[src/rtl/pong_pkg.sv]
// -----------------------------------------------------------------------------
// pong_pkg
// Shared definitions for the pong game controller:
//   - state_t / ST_*   : controller state encoding (NEWGAME, PLAY, NEWBALL, OVER)
//   - score_t          : two-digit packed BCD score, tens digit in [7:4]
//   - WINNER_*         : encodings of the winner output
//   - bcd_inc()        : saturating (at 99) BCD increment
//   - to_bcd()         : integer (0..99) to packed BCD, used for WIN_SCORE
// -----------------------------------------------------------------------------
package pong_pkg;

  typedef logic [1:0] state_t;

  localparam state_t ST_NEWGAME = 2'd0;
  localparam state_t ST_PLAY    = 2'd1;
  localparam state_t ST_NEWBALL = 2'd2;
  localparam state_t ST_OVER    = 2'd3;

  typedef logic [7:0] score_t;

  localparam score_t SCORE_MAX = 8'h99;

  localparam logic [1:0] WINNER_NONE = 2'b00;
  localparam logic [1:0] WINNER_P1   = 2'b01;
  localparam logic [1:0] WINNER_P2   = 2'b10;

  // Units digit wraps 9 -> 0 with a carry into the tens digit; 99 holds.
  function automatic score_t bcd_inc(input score_t v);
    score_t r;
    if (v == SCORE_MAX) begin
      r = v;
    end else if (v[3:0] == 4'd9) begin
      r = {v[7:4] + 4'd1, 4'd0};
    end else begin
      r = {v[7:4], v[3:0] + 4'd1};
    end
    return r;
  endfunction

  function automatic score_t to_bcd(input int unsigned n);
    return {4'(n / 10), 4'(n % 10)};
  endfunction

endpackage

[src/rtl/pong_bcd_counter.sv]
// -----------------------------------------------------------------------------
// pong_bcd_counter
// Two-digit BCD score counter, saturating at 99. Clear wins over increment.
// Ports:
//   clk      in   system clock
//   reset    in   asynchronous active-high reset (value -> 00)
//   clr_i    in   synchronous clear to 00
//   inc_i    in   increment by one (BCD) this cycle
//   value_o  out  current score, tens digit in [7:4]
// -----------------------------------------------------------------------------
module pong_bcd_counter
  import pong_pkg::*;
(
  input  logic       clk,
  input  logic       reset,
  input  logic       clr_i,
  input  logic       inc_i,
  output logic [7:0] value_o
);

  score_t value_q;

  // NOTE: sequential state is written with non-blocking assignments only, so
  // every register samples the pre-edge values of the others.
  always_ff @(posedge clk or posedge reset) begin
    if (reset) begin
      value_q <= 8'h00;
    end else if (clr_i) begin
      value_q <= 8'h00;
    end else if (inc_i) begin
      value_q <= bcd_inc(value_q);
    end
  end

  assign value_o = value_q;

endmodule

[src/rtl/pong_game_ctrl.sv]
// -----------------------------------------------------------------------------
// pong_game_ctrl
// Game-flow controller for a two-player pong: keeps the BCD scores, freezes
// the ball between rallies, and holds the serve / game-over screens for
// HOLD_TICKS frame ticks.
// Parameters:
//   WIN_SCORE   points (1..99) that end a game
//   HOLD_TICKS  frame ticks (1..127) of serve / game-over hold
// Ports:
//   clk         in   system clock
//   reset       in   asynchronous active-high reset
//   timer_tick  in   one-cycle pulse per frame
//   start       in   level, any player button pressed
//   pts_1       in   level, player 1 scored
//   pts_2       in   level, player 2 scored
//   gra_still   out  freeze and recentre the ball (high outside PLAY)
//   score1      out  player 1 score, two BCD digits
//   score2      out  player 2 score, two BCD digits
//   game_over   out  high in OVER
//   winner      out  01 player 1, 10 player 2, 00 none
// Configuration macro:
//   PONG_AUTO_SERVE_EN  defined: a new ball is served as soon as the hold
//                       timer expires; undefined: a start edge is also needed.
// All outputs are registered.
// -----------------------------------------------------------------------------
module pong_game_ctrl
  import pong_pkg::*;
#(
  parameter int WIN_SCORE  = 7,
  parameter int HOLD_TICKS = 120
) (
  input  logic       clk,
  input  logic       reset,
  input  logic       timer_tick,
  input  logic       start,
  input  logic       pts_1,
  input  logic       pts_2,
  output logic       gra_still,
  output logic [7:0] score1,
  output logic [7:0] score2,
  output logic       game_over,
  output logic [1:0] winner
);

  localparam score_t     WIN_BCD   = to_bcd(WIN_SCORE);
  localparam logic [6:0] HOLD_LOAD = 7'(HOLD_TICKS);

  state_t     state_q, state_d;
  logic [6:0] timer_q, timer_d;
  logic [1:0] winner_q, winner_d;
  logic       start_q;
  logic       game_over_q;
  logic       gra_still_q;

  logic       inc1, inc2, clr;
  logic       start_edge, timer_expired, serve_ok;
  score_t     score1_w, score2_w;

  assign start_edge    = start & ~start_q;
  assign timer_expired = (timer_q == 7'd0);

`ifdef PONG_AUTO_SERVE_EN
  assign serve_ok = timer_expired;
`else
  assign serve_ok = timer_expired & start_edge;
`endif

  // NOTE: every signal assigned here gets a default first, so no path can
  // leave it unassigned and infer a latch.
  always_comb begin
    state_d  = state_q;
    winner_d = winner_q;
    inc1     = 1'b0;
    inc2     = 1'b0;
    timer_d  = (timer_tick && !timer_expired) ? timer_q - 7'd1 : timer_q;

    case (state_q)
      ST_NEWGAME: begin
        if (start_edge) state_d = ST_PLAY;
      end
      ST_PLAY: begin
        // Player 1 has priority when both report a point in the same cycle.
        // Leaving PLAY on the same edge makes each point count exactly once.
        if (pts_1) begin
          inc1    = 1'b1;
          timer_d = HOLD_LOAD;
          if (bcd_inc(score1_w) == WIN_BCD) begin
            state_d  = ST_OVER;
            winner_d = WINNER_P1;
          end else begin
            state_d = ST_NEWBALL;
          end
        end else if (pts_2) begin
          inc2    = 1'b1;
          timer_d = HOLD_LOAD;
          if (bcd_inc(score2_w) == WIN_BCD) begin
            state_d  = ST_OVER;
            winner_d = WINNER_P2;
          end else begin
            state_d = ST_NEWBALL;
          end
        end
      end
      ST_NEWBALL: begin
        if (serve_ok) state_d = ST_PLAY;
      end
      ST_OVER: begin
        if (timer_expired) state_d = ST_NEWGAME;
      end
      default: state_d = ST_NEWGAME;
    endcase

    // Clearing on the way into NEWGAME keeps the final scores on screen for
    // the whole OVER hold and shows 00 from the first NEWGAME cycle.
    clr = (state_d == ST_NEWGAME);
    if (clr) winner_d = WINNER_NONE;
  end

  always_ff @(posedge clk or posedge reset) begin
    if (reset) begin
      state_q     <= ST_NEWGAME;
      timer_q     <= 7'd0;
      winner_q    <= WINNER_NONE;
      // A button held through reset must not look like a fresh press.
      start_q     <= 1'b1;
      game_over_q <= 1'b0;
      gra_still_q <= 1'b1;
    end else begin
      state_q     <= state_d;
      timer_q     <= timer_d;
      winner_q    <= winner_d;
      start_q     <= start;
      game_over_q <= (state_d == ST_OVER);
      gra_still_q <= (state_d != ST_PLAY);
    end
  end

  pong_bcd_counter u_score1 (
    .clk     (clk),
    .reset   (reset),
    .clr_i   (clr),
    .inc_i   (inc1),
    .value_o (score1_w)
  );

  pong_bcd_counter u_score2 (
    .clk     (clk),
    .reset   (reset),
    .clr_i   (clr),
    .inc_i   (inc2),
    .value_o (score2_w)
  );

  assign gra_still = gra_still_q;
  assign score1    = score1_w;
  assign score2    = score2_w;
  assign game_over = game_over_q;
  assign winner    = winner_q;

endmodule

[config.mk]
export PLATFORM = sky130hd
export DESIGN_NAME = pong_game_ctrl
export DESIGN_NICKNAME = d
export VERILOG_FILES = /design/src/rtl/pong_pkg.sv /design/src/rtl/pong_bcd_counter.sv /design/src/rtl/pong_game_ctrl.sv
export SDC_FILE = /design/constraint.sdc
export NUM_CORES = 1
export LEC_CHECK = 0
export CAP_MARGIN = 5
export CORE_ASPECT_RATIO = 0.5
export CORE_MARGIN = 5
export CORE_UTILIZATION = 45
export CTS_CLUSTER_DIAMETER = 150
export DETAILED_ROUTE_END_ITERATION = 16
export PLACE_DENSITY = 0.65
export SETUP_SLACK_MARGIN = 0.15
export SLEW_MARGIN = 20
export SYNTH_ARGS = -nofsm -noshare
export SYNTH_HDL_FRONTEND = slang
export SYNTH_SLANG_ARGS = --single-unit
[constraint.sdc]
create_clock -name clk -period 2.35 [get_ports clk]
set_input_delay 0.705 -clock clk [delete_from_list [all_inputs] [get_ports clk]]
set_output_delay 0.705 -clock clk [all_outputs]
set_load 0.02 [all_outputs]
==> summary.txt <==
Status: finished clean
Fin crit share: 91.4%
Total global-route track usage: 16.1%
Post-route DRC: 0
Worst Path Class, Setup: register to primary output
H-tree levels: 2
# IOs: 26
Sw Ratio: 34.2%
Syn Nets: 202
Total power: 1.92 mW
FP Rows: 16
WL met3: 124 um
Post-synth EDFFs: 0
Largest net degree at the start of global routing: 17
Final Hold Fails: 0
Cells after Synth: 191
Most used flip-flop cell after synthesis: dfrtp_1
Skew-Pair Late Insertion Delay: 0.29 ns
Wire length per cell: 13.5 um
Most common cell in the netlist: dfrtp_1
Fin nets: 252
Clk pwr share: 28.4%
Metal-1 WL: 2020 um
RSZ-0062 raised after global routing: yes
Worst min-delay path class: register to register
Post-synth top area cell: dfrtp_1
Die W: 98.8 um
CTS Buffer Depth: 2
Worst path max stage delay: 0.67 ns
P_int: 1.26 mW
DIE AREA: 5380 um^2
Worst Tran Pin Value: 0.635 ns
Min cycle time layout: 2.15 ns
Initial antenna violation count: 0
CTS root buffer: clkbuf_8
YS warnings: 0
Grt ovf: 0
CP Buf/Inv Count: 1
CP required: 1.64 ns
Initial Util: 46.2%
Pre-antenna DRT Iters: 4
Register area: 754 um^2
Yosys reg bits: 30
Final setup viols: 0
Worst clock skew: 0.00789 ns
Final hold slack: 0.570 ns
Multi-input gate area: 988 um^2
Yosys top cell area share: 39.5%
Die Y: 54.4 um
Maxcap violations: 0
Crit-path leading delay family: buffers and inverters
Antenna diodes: 0
FFs w/ async S/R, synth: 100%
Most frequent cells after synthesis: 28 x dfrtp_1, 23 x nor2_1, 18 x nand2_1
Register share of total power: 41.5%
Area of the core: 3840 um^2
Fillcell total: 337
Max Slew Vio Count: 0
ANT nets after route: 0
Share of post-route cells with drive strength above 1: 21.5%
Top sig layer: met4
Top post-synthesis cells by area: dfrtp_1 39%, nor2_1 4.9%, nand2_1 3.8%
Area Growth Syn to Fin: 34.5%
Critical path, cell by cell: clkdlybuf4s50_1
Gate power share: 30.2%
Startpoint Class: register
Vias per Instance: 5.29
VDD IR max: 0.000421 V
Initial DRC count: 50
Clock Sinks: 30
First-pass GRT wire length: 6710 um
Avg Inst Size Synth: 9.30 um^2
Post-CTS Hold Fix Bufs: 0
Utilization after layout: 62.1%
Post-synth cell types: 53
Post-Syn Area: 1780 um^2
Fmax: 465 MHz
Pwr dens: 804 nW/um^2
Vias in the first global route: 1464
Switching pwr: 0.656 mW
Total negative slack: 0 ns
I/O Buffers: 25
Hpwl dp: 2900 um
Slew margin rel.: 57.6%
Routability Congestion: 0.950
Seq/Total Area, Yosys: 42.4%
CTS buffer count: 5
Worst path arrival time: 1.44 ns
Worst Setup End Kind: primary output
CP max stage cell: clkdlybuf4s50_1
CP Max Fanout: 9
Routed vias: 1566
CTS tree: built
Reg clk slew, reported paths: 0.07 ns
Routed wire length: 4000 um
Met2 WL post-DR: 1800 um
Static Leakage: 0.990 nW
[final cells by class]
class                   instances  area share, %
multi-input cells             146           41.4
flip-flops and latches         30           31.6
repair buffers                 48           17.7
clock buffers                   7           3.62
well taps                      54           2.83
inverters                      10           1.57
clock inverters                 1           1.26
[routing by layer]
metal	track usage (%)	vias to the layer above
met3	4.20	4
met2	25.6	20
met5	0	-
li1	-	788
met1	20.9	754
met4	7.94	0
[repair_timing]
action	in CTS	in global routing
resized for setup	1	7
setup endpoints to repair	1	7
pin swaps	1	2
setup buffers	0	1
[path summary, 6_finish.rpt]
path,startpoint,end,slack [ns],cells after the start
worst max-delay path,u_score1.value_o[1]$_DFFE_PP0P_,score1[1],0.20,1
worst min register to register,timer_q[6]$_DFF_PP0_,timer_q[6]$_DFF_PP0_,0.57,2
min in group asynchronous,reset,u_score1.value_o[2]$_DFFE_PP0P_,0.75,3
worst max register to register,timer_q[0]$_DFF_PP0_,u_score1.value_o[4]$_DFFE_PP0P_,0.26,9
max in group asynchronous,reset,gra_still$_DFF_PP1_,1.35,3
worst min-delay path,timer_q[6]$_DFF_PP0_,timer_q[6]$_DFF_PP0_,0.57,2
[cells by family after synthesis]
group | count (synthesis) | synth area share, %
multiplexers | 2 | 1.20
buffers and inverters | 15 | 3.59
XOR/XNOR | 9 | 4.44
AND/OR/NAND/NOR | 80 | 24.9
adder cells (fa/ha/maj) | 5 | 3.52
AO/OA/AOI/OAI | 50 | 19.9
flip-flops | 30 | 42.4
[metrics by stage]
step                setup slack [ns]  cells  cell area (um^2)
detailed placement           -0.0706    287              2230
global placement              0.0209    287              2230
CTS                            0.178    295              2350
global route                  0.0821    296              2390
finish                         0.202    296              2390
floorplan                      0.249    191              1780
[power groups by stage]
stage	logic [mW]	registers, mW	clock network [mW]
global placement	0.560	0.793	0
floorplan	0.337	0.803	0
global route	0.643	0.815	0.580
finish	0.579	0.796	0.545
detailed placement	0.565	0.798	0
CTS	0.574	0.790	0.555
[cell usage in the layout, fill, tap and decap left out, types with 2 or more instances in the layout]
cell type and n:
dfrtp_1 27, clkdlybuf4s50_1 25, nor2_1 23, buf_4 23
nand2_1 18, inv_1 10, a21oi_1 10, o21ai_0 10
nor3_1 6, nor2b_1 6, xor2_1 6, clkbuf_8 6
ha_1 5, a211oi_1 4, nand3_1 4, a31oi_1 4
o21ai_1 3, a211oi_2 3, xnor2_1 3, and3_2 2
and4_1 2, nand4_1 2, o31ai_2 2, nor4_1 2
nand2b_1 2, o41ai_1 2, dfstp_2 2
[state kept, by name (all words and copies together), names as in the netlist]
register and cells:
game_over 1, gra_still 1, start_q 1, state_q 2, timer_q 7, u_score1.value_o 8
u_score2.value_o 8, winner 2
(Power assumes the default switching activity.)
